<file path="src/rtl/adc_trig_capture.sv">
// Write-side producer for the circular display line buffer: decimation, level/edge trigger, frame gating.
// Optional feature: define PEAK_DETECT_EN to decimate by window maximum instead of last sample.
module adc_trig_capture #(
    parameter int LEN     = 800,
    parameter int PRE_LEN = 400,
    parameter int DIV_W   = 16
) (
    input  logic             sys_clk,
    input  logic             sys_rst_n,
    input  logic             adc_valid,
    input  logic [7:0]       adc_data,
    input  logic [DIV_W-1:0] decim,
    input  logic [1:0]       mode,
    input  logic [7:0]       trig_level,
    input  logic             trig_edge,
    input  logic             arm,
    output logic             wr_en,
    output logic [7:0]       wr_data,
    output logic             triggered,
    output logic             frame_done
);

    localparam int CW = $clog2(LEN);
    localparam logic [DIV_W-1:0] DIV_ONE  = {{(DIV_W-1){1'b0}}, 1'b1};
    localparam logic [CW-1:0]    PRE_LAST = CW'(PRE_LEN - 1);
    localparam logic [CW-1:0]    Q_LOAD   = CW'(LEN - 1 - PRE_LEN);
    localparam logic [CW-1:0]    CNT_ONE  = CW'(1);

    typedef enum logic [2:0] {
        IDLE,
        PRE,
        ARMED,
        POST,
        HOLD
    } state_t;

    state_t           state, state_n;
    logic [DIV_W-1:0] dcnt;
    logic [DIV_W-1:0] n_eff;
    logic [DIV_W-1:0] n_last;
    logic             stb;
    logic [7:0]       sample;
    logic [7:0]       prev;
    logic             prev_vld;
    logic             clr_prev;
    logic [1:0]       mode_q;
    logic             mode_chg;
    logic             trig_hit;
    logic [CW-1:0]    pcnt, pcnt_n;
    logic [CW-1:0]    qcnt, qcnt_n;
    logic             do_write;
    logic             done_n;

    // A window closes on the valid where dcnt has reached N-1; a shrinking decim
    // that leaves dcnt past the new limit simply closes on the next valid.
    assign n_eff  = (decim == '0) ? DIV_ONE : decim;
    assign n_last = n_eff - DIV_ONE;
    assign stb    = adc_valid && (dcnt >= n_last);

    always_ff @(posedge sys_clk or negedge sys_rst_n) begin
        if (!sys_rst_n) begin
            dcnt <= '0;
        end else if (adc_valid) begin
            dcnt <= stb ? '0 : dcnt + DIV_ONE;
        end
    end

`ifdef PEAK_DETECT_EN
    logic [7:0] acc;
    logic       acc_vld;

    assign sample = (acc_vld && (acc > adc_data)) ? acc : adc_data;

    // acc_vld drops at each window close so the next window reloads from its first sample.
    always_ff @(posedge sys_clk or negedge sys_rst_n) begin
        if (!sys_rst_n) begin
            acc     <= '0;
            acc_vld <= 1'b0;
        end else if (adc_valid) begin
            if (stb) begin
                acc_vld <= 1'b0;
            end else begin
                acc     <= sample;
                acc_vld <= 1'b1;
            end
        end
    end
`else
    assign sample = adc_data;
`endif

    assign mode_chg = (mode != mode_q);

    assign trig_hit = prev_vld && (trig_edge ?
                      ((prev > trig_level) && (sample <= trig_level)) :
                      ((prev < trig_level) && (sample >= trig_level)));

    always_ff @(posedge sys_clk or negedge sys_rst_n) begin
        if (!sys_rst_n) begin
            mode_q   <= 2'b00;
            prev     <= '0;
            prev_vld <= 1'b0;
        end else begin
            mode_q <= mode;
            if (clr_prev) begin
                prev_vld <= 1'b0;
            end else if (stb) begin
                prev     <= sample;
                prev_vld <= 1'b1;
            end
        end
    end

    always_ff @(posedge sys_clk or negedge sys_rst_n) begin
        if (!sys_rst_n) begin
            state <= IDLE;
            pcnt  <= '0;
            qcnt  <= '0;
        end else begin
            state <= state_n;
            pcnt  <= pcnt_n;
            qcnt  <= qcnt_n;
        end
    end

    // Any mode change restarts the frame from IDLE; dcnt deliberately survives it.
    always_comb begin
        state_n  = state;
        pcnt_n   = pcnt;
        qcnt_n   = qcnt;
        do_write = 1'b0;
        done_n   = 1'b0;
        clr_prev = 1'b0;
        if (mode_chg) begin
            state_n  = IDLE;
            pcnt_n   = '0;
            qcnt_n   = '0;
            clr_prev = 1'b1;
        end else begin
            case (state)
                IDLE: begin
                    if (mode == 2'b00) begin
                        do_write = stb;
                    end else begin
                        state_n  = PRE;
                        pcnt_n   = '0;
                        clr_prev = 1'b1;
                    end
                end
                PRE: begin
                    if (stb) begin
                        do_write = 1'b1;
                        if (pcnt == PRE_LAST) begin
                            state_n = ARMED;
                            pcnt_n  = '0;
                        end else begin
                            pcnt_n = pcnt + CNT_ONE;
                        end
                    end
                end
                ARMED: begin
                    if (stb) begin
                        do_write = 1'b1;
                        if (trig_hit) begin
                            state_n = POST;
                            qcnt_n  = Q_LOAD;
                        end
                    end
                end
                POST: begin
                    if (stb) begin
                        do_write = 1'b1;
                        if (qcnt == CNT_ONE) begin
                            done_n = 1'b1;
                            qcnt_n = '0;
                            if (mode == 2'b10) begin
                                state_n = HOLD;
                            end else begin
                                state_n  = PRE;
                                pcnt_n   = '0;
                                clr_prev = 1'b1;
                            end
                        end else begin
                            qcnt_n = qcnt - CNT_ONE;
                        end
                    end
                end
                HOLD: begin
                    if (arm) begin
                        state_n  = PRE;
                        pcnt_n   = '0;
                        clr_prev = 1'b1;
                    end
                end
                default: begin
                    state_n = IDLE;
                end
            endcase
        end
    end

    always_ff @(posedge sys_clk or negedge sys_rst_n) begin
        if (!sys_rst_n) begin
            wr_en      <= 1'b0;
            wr_data    <= '0;
            triggered  <= 1'b0;
            frame_done <= 1'b0;
        end else begin
            wr_en      <= do_write;
            frame_done <= done_n;
            triggered  <= (state_n == POST) || (state_n == HOLD);
            if (do_write) begin
                wr_data <= sample;
            end
        end
    end

endmodule

</file>
<file path="config.mk">
export PLATFORM = sky130hd
export DESIGN_NAME = adc_trig_capture
export DESIGN_NICKNAME = d
export VERILOG_FILES = /design/src/rtl/adc_trig_capture.sv
export SDC_FILE = /design/constraint.sdc
export NUM_CORES = 1
export LEC_CHECK = 0
export CORE_UTILIZATION = 51
export DETAILED_ROUTE_END_ITERATION = 6
export PLACE_DENSITY = 0.82
export REMOVE_ABC_BUFFERS = 1
export SYNTH_ARGS = -nofsm -noshare
export SYNTH_HDL_FRONTEND = slang
export SYNTH_SLANG_ARGS = --single-unit
export TNS_END_PERCENT = 30
</file>
<file path="constraint.sdc">
create_clock -name sys_clk -period 2.33 [get_ports sys_clk]
set_input_delay 0.3495 -clock sys_clk [delete_from_list [all_inputs] [get_ports sys_clk]]
set_output_delay 0.3495 -clock sys_clk [all_outputs]
set_load 0.03 [all_outputs]
</file>
=== Word-level counts from Yosys, hierarchy flattened ===
Cells that the tools add are included.
W data, S select, Z words.

* Word-level logic and storage cells: 100
* Output and inout bits: 11
* Flip-flop bits (word level): 61

* Bitwise operators: 1
* Multiplexer cells: 46
* Reductions and logical operators: 15
* Add/sub/neg operators: 4
* Eq/ne operators: 18
* $lt $le $gt $ge: 5

{| class="wikitable"
|+ Operator list
! kind !! count
|-
| $mux W10 || 13
|-
| $pmux W10 S4 || 1
|-
| $mux W16 || 2
|-
| $mux W3 || 10
|-
| $ne A3 B3 Y1 const B || 8
|-
| $pmux W10 S2 || 1
|-
| $add A16 B1 Y16 const B || 1
|-
| $ge A16 B16 Y1 || 1
|-
| $logic_not A16 Y1 || 1
|-
| $mux W1 || 16
|-
| $sub A16 B1 Y16 const B || 1
|-
| $pmux W3 S5 || 1
|-
| $add A10 B1 Y10 const B || 1
|-
| $eq A10 B1 Y1 const B || 1
|-
| $eq A10 B9 Y1 const B || 1
|-
| $sub A10 B1 Y10 const B || 1
|-
| $eq A3 B2 Y1 const B || 3
|-
| $ge A8 B8 Y1 || 1
|-
| $gt A8 B8 Y1 || 1
|-
| $le A8 B8 Y1 || 1
|-
| $lt A8 B8 Y1 || 1
|-
| $reduce_and A7 Y1 || 1
|-
| $eq A3 B3 Y1 const B || 2
|-
| $reduce_bool A5 Y1 || 1
|-
| 15 further kinds || 18
|}

=== Logic depth before layout (Yosys ltp) ===
* Depth after elaboration: 10
* Depth in mapped cells: 19
* Mapped depth without buffers: 18

=== Worst setup path before layout ===
No wires, ideal clock.

* Path kind: input -> register
* From: in decim[8]
* To: reg wr_data[1]
* Cell stages on the path: 17
* Path slack: -2.295 ns
* Library setup time: 0.125 ns
* Data arrival time: 4.500 ns
* Cells stage by stage: or4_4 -> or3_4 -> or4_4 -> nor3_4 -> a21oi_1 -> ha_1 -> nand2_1 -> or2_1 -> nor2_1 -> xnor2_1 -> ha_1 -> nand4_1 -> nor4_1 -> a311oi_2 -> a21oi_1 -> nand3_1 -> mux2_2

* Cells in the longest elaborated chain, start to end: 8
* Elaborated cells between the ends (all ways): 9
* Those cells by class: 1 x add/sub; 1 x order compare; 5 x mux; 2 x reduce/logical

{| class="wikitable"
|+ RTL lines
! what !! line !! RTL
|-
| from (decl) || 12 || <nowiki>input logic [DIV_W-1:0] decim,</nowiki>
|-
| $logic_not A16 Y1 || 56 || <nowiki>assign n_eff = (decim == '0) ? DIV_ONE : decim;</nowiki>
|-
| $mux W16 * || 56 ||
|-
| $sub A16 B1 Y16 * || 57 || <nowiki>assign n_last = n_eff - DIV_ONE;</nowiki>
|-
| $ge A16 B16 Y1 * || 58 || <nowiki>assign stb = adc_valid && (dcnt >= n_last);</nowiki>
|-
| $logic_and A1 B1 Y1 * || 58 ||
|-
| $mux W1, on equally long branches || n/a ||
|-
| $pmux W1 S2 * || 140 || <nowiki>case (state)</nowiki>
|-
| $mux W1 * || 134 || <nowiki>if (mode_chg) begin</nowiki>
|-
| to (signal assigned) || 213 || <nowiki>wr_data <= sample;</nowiki>
|-
| to (decl) || 18 || <nowiki>output logic [7:0] wr_data,</nowiki>
|}

Mark *: on every way between the ends. The rest lies on a longest branch, timed or not.
A chain may end at the register's enable or synchronous reset.

=== Final worst setup path ===
* From: in decim[6]
* To: reg pcnt[4]

* Cells in the longest elaborated chain, start to end: 7
* Elaborated cells between the ends (all ways): 8
* Those cells by class: 1 x add/sub; 1 x order compare; 2 x eq/ne; 1 x mux; 3 x reduce/logical

{| class="wikitable"
|+ RTL lines
! what !! line !! RTL
|-
| $logic_not A16 Y1 || 56 ||
|-
| $mux W16 * || 56 ||
|-
| $sub A16 B1 Y16 * || 57 ||
|-
| $ge A16 B16 Y1 * || 58 ||
|-
| $logic_and A1 B1 Y1 * || 58 ||
|-
| $ne A3 B3 Y1 (no line) || n/a ||
|-
| $reduce_and A7 Y1 (no line) * || n/a ||
|-
| to (signal assigned) || 121 || <nowiki>pcnt <= pcnt_n;</nowiki>
|-
| to (decl) || 49 || <nowiki>logic [CW-1:0] pcnt, pcnt_n;</nowiki>
|}

Marked as above.

==> results.ini <==
[die]
initial_core_util = 0.530
io_pins = 50
die_height_um = 91.8
coreArea_um2 = 7770
die_x_um = 91.8
std_cell_rows = 32
die_area_um2 = 8430

[sta]
fmax_mhz = 233
hold_viol = 0
skew_ns = 0.00527
hold_ws_ns = 0.171
fin_crit_sh = 1.84
tns_ns = -103.91
worstMarginPinSlew_ns = 0.772
slew-limit-headroom = 0.486
drv_slew = 0
min_period_ns = 4.29
finalSetupViolCount = 59
finalWorstSetupSlack_ns = -1.96
rsz0062_at_grt = true

[route]
via_per_inst = 5.85
first_pass_iters = 6
drt_wl_total_um = 11700
vias = 4176
drtAntennaViolNets = 0
drc_errors = 0
avgRoutedWirePerCell_um = 16.4
dr.first_iter.drc_count = 303

[setup_path]
crit_chain = buf_6 -> or4_4 -> or3_4 -> or4_4 -> nor3_4 -> a21oi_2 -> ha_2 -> nand2_2 -> or2_4 -> nor3_2 -> xnor2_1 -> ha_1 -> buf_4 -> buf_4 -> nand2_1 -> o21ai_0 -> a21oi_2 -> a21oi_2 -> buf_6 -> o211ai_1 -> buf_4 -> o21ai_4 -> o31ai_2
crit_fanout = 6
slowest_delay_ns = 0.52
worst_path_max_delay_cell = or4_4
crit_arrival_ns = 4.54
endpoint_kind = flip-flop
startpoint_type = input port
criticalPathCategory = in2reg
cp.required_ns = 2.58

[synth]
async_flop_share = 1.00
synth_edf_count = 0
synth_seq_cells = 61
syn_avg_cell_area_um2 = 9.08
yosysWarningCount = 0
synth_cells = 453
synth-main-ff-cell = dfrtp_1
yosysSeqAreaShare = 0.371
syn_area_um2 = 4110
synth_cell_types = 58

[worst_hold_path]
hp-class = in2async

[global_route]
grt_pass1_vias = 4115
track_usage = 0.280
grt_antenna_before_repair = 0
grt.overflow.total = 0
grt_pass1_wl_um = 18900
grt_max_degree = 62

[run]
max_cap_viol_count = 0

[placement]
dp.final_hpwl_um = 8110
post-place-ws_ns = -2.72
port_buffers = 49
placed_area_um2 = 5390
place_congestion = 0.890

[clock_network]
clkLatencyLatePin_ns = 0.34
cts_buffers = 9
clkTransAtPathRegs_ns = 0.07
htree_levels = 3
clockBufferDepth = 2
cts_root_buf = clkbuf_8
tritoncts = yes
cts.sinks = 61

[final_layout]
fill_cells = 500
n_antenna_cell = 0
area_delta_synth_final_pct = 41.6
num-nets-final = 683
final_common_cell = buf_4
mostFrequentLayoutCells = 98 x buf_4, 61 x dfrtp_1, 44 x clkdlybuf4s50_1, 39 x nand2_1
design_area_um2 = 5830
drive_above_1_share = 0.309

[run_status]
violations = negative setup slack
status = finished with violations

[pwr]
power_density_nw_per_um2 = 456
max-vdd-ir-drop_uv = 361
p_leak_nw = 2.76

path summary, 6_finish.rpt:
path | start | end | slack (ns) | cells past startpoint
max | decim[6] | pcnt[4]$_DFFE_PN0P_ | -1.96 | 23
min | sys_rst_n | qcnt[4]$_DFFE_PN0P_ | 0.17 | 2
min reg2reg | pcnt[9]$_DFFE_PN0P_ | pcnt[9]$_DFFE_PN0P_ | 0.48 | 1
max reg2reg | dcnt[0]$_DFFE_PN0P_ | pcnt[4]$_DFFE_PN0P_ | -0.35 | 11
min in group sys_clk | pcnt[9]$_DFFE_PN0P_ | pcnt[9]$_DFFE_PN0P_ | 0.48 | 1
max in group asynchronous | sys_rst_n | dcnt[4]$_DFFE_PN0P_ | 1.65 | 2
power by group:
| part | internal, W | total (W) | switching, W |
|---|---|---|---|
| clock network | 0.000377 | 0.000815 | 0.000438 |
| logic | 0.000340 | 0.000692 | 0.000352 |
| registers | 0.00112 | 0.00115 | 0.0000356 |
| total | 0.00183 | 0.00266 | 0.000826 |
what timing repair did:
item / 4_1_cts / 5_1_grt
setup endpoints to repair: 59 / 59
setup buffers: 6 / 3
pin swaps: 32 / 20
hold buffers: 0 / 0
gates cloned: 2 / 0
resized for setup: 62 / 22
layout make-up:
type	count	area, um^2	area share
Clock buffer	9	124	0.0213
Clock inverter	7	42.5	0.00730
Inverter	22	82.6	0.0142
Multi-Input combinational cell	361	2660	0.457
Sequential cell	61	1530	0.262
Tap cell	102	128	0.0219
Timing Repair Buffer	152	1260	0.217
stage by stage:
step | cells | total power [W] | utilization
5_1_grt | 714 | 0.00279 | 0.750
3_3_place_gp | 688 | 0.00176 | 0.694
2_1_floorplan | 444 | 0.00146 | -
3_5_place_dp | 688 | 0.00180 | 0.694
4_1_cts | 711 | 0.00264 | 0.739
6_report | 714 | 0.00266 | 0.750
layer usage:
layer	GRT usage	up-vias	share of wire
met5	0	-	0
met4	0.100	0	0.019
met3	0.0564	26	0.058
met2	0.476	164	0.50
met1	0.355	2007	0.42
li1	-	1979	-
synth_stat cells, types with 2 or more instances:
cell type  instances  area [um^2]
nor3_1            10         50.1
o21ai_0           31          155
xor2_1            10         87.6
or4_4              2         22.5
and2_1             3         18.8
dfrtp_1           61         1530
a31o_2             3         26.3
inv_1             22         82.6
o2111ai_1          2         17.5
nand2_1           44          165
o2bb2ai_1          3         26.3
or3_1              3         18.8
o21a_1             2         15.0
mux2_2            16          180
ha_1              37          463
nand2b_1           6         37.5
a211oi_1           5         37.5
a21o_1             5         37.5
o211ai_1           5         37.5
and3_1            11         68.8
nor4_1             9         56.3
o22ai_1            2         12.5
xnor2_1           15          131
nand4_1           10         62.6
nor2b_1            9         56.3
clkbuf_1           8         30.0
nor2_1            38          143
o41ai_1            2         17.5
o31ai_1            7         52.6
nand3_1           22          110
a21oi_1           23          115
critical path, delay by kind of cell:
kind | cells | cell delay [ns]
buf+inv | 5 | 0.74
compound gates | 7 | 1.02
xor+xnor | 1 | 0.17
fa+ha+maj | 2 | 0.47
simple gates | 8 | 1.79
flip-flops by register name, indices dropped and copies added, names as in the netlist:
name and cells:
wr_en 1, state 3, pcnt 10, qcnt 10
frame_done 1, triggered 1, mode_q 2, prev 8
prev_vld 1, dcnt 16, wr_data 8
kinds of logic (layout without fill, tap and decap cells):
logic type	count (synthesis)	count (layout)	synth area share
muxes	16	16	0.0438
adders and majority gates	37	37	0.113
and+or+nand+nor	178	178	0.222
xor gates and xnor gates	25	25	0.0532
AOI/OAI and AO/OA	105	105	0.169
DFF	61	61	0.371
buffers and inverters	31	190	0.0283
Power figures use the tool's default switching activity.
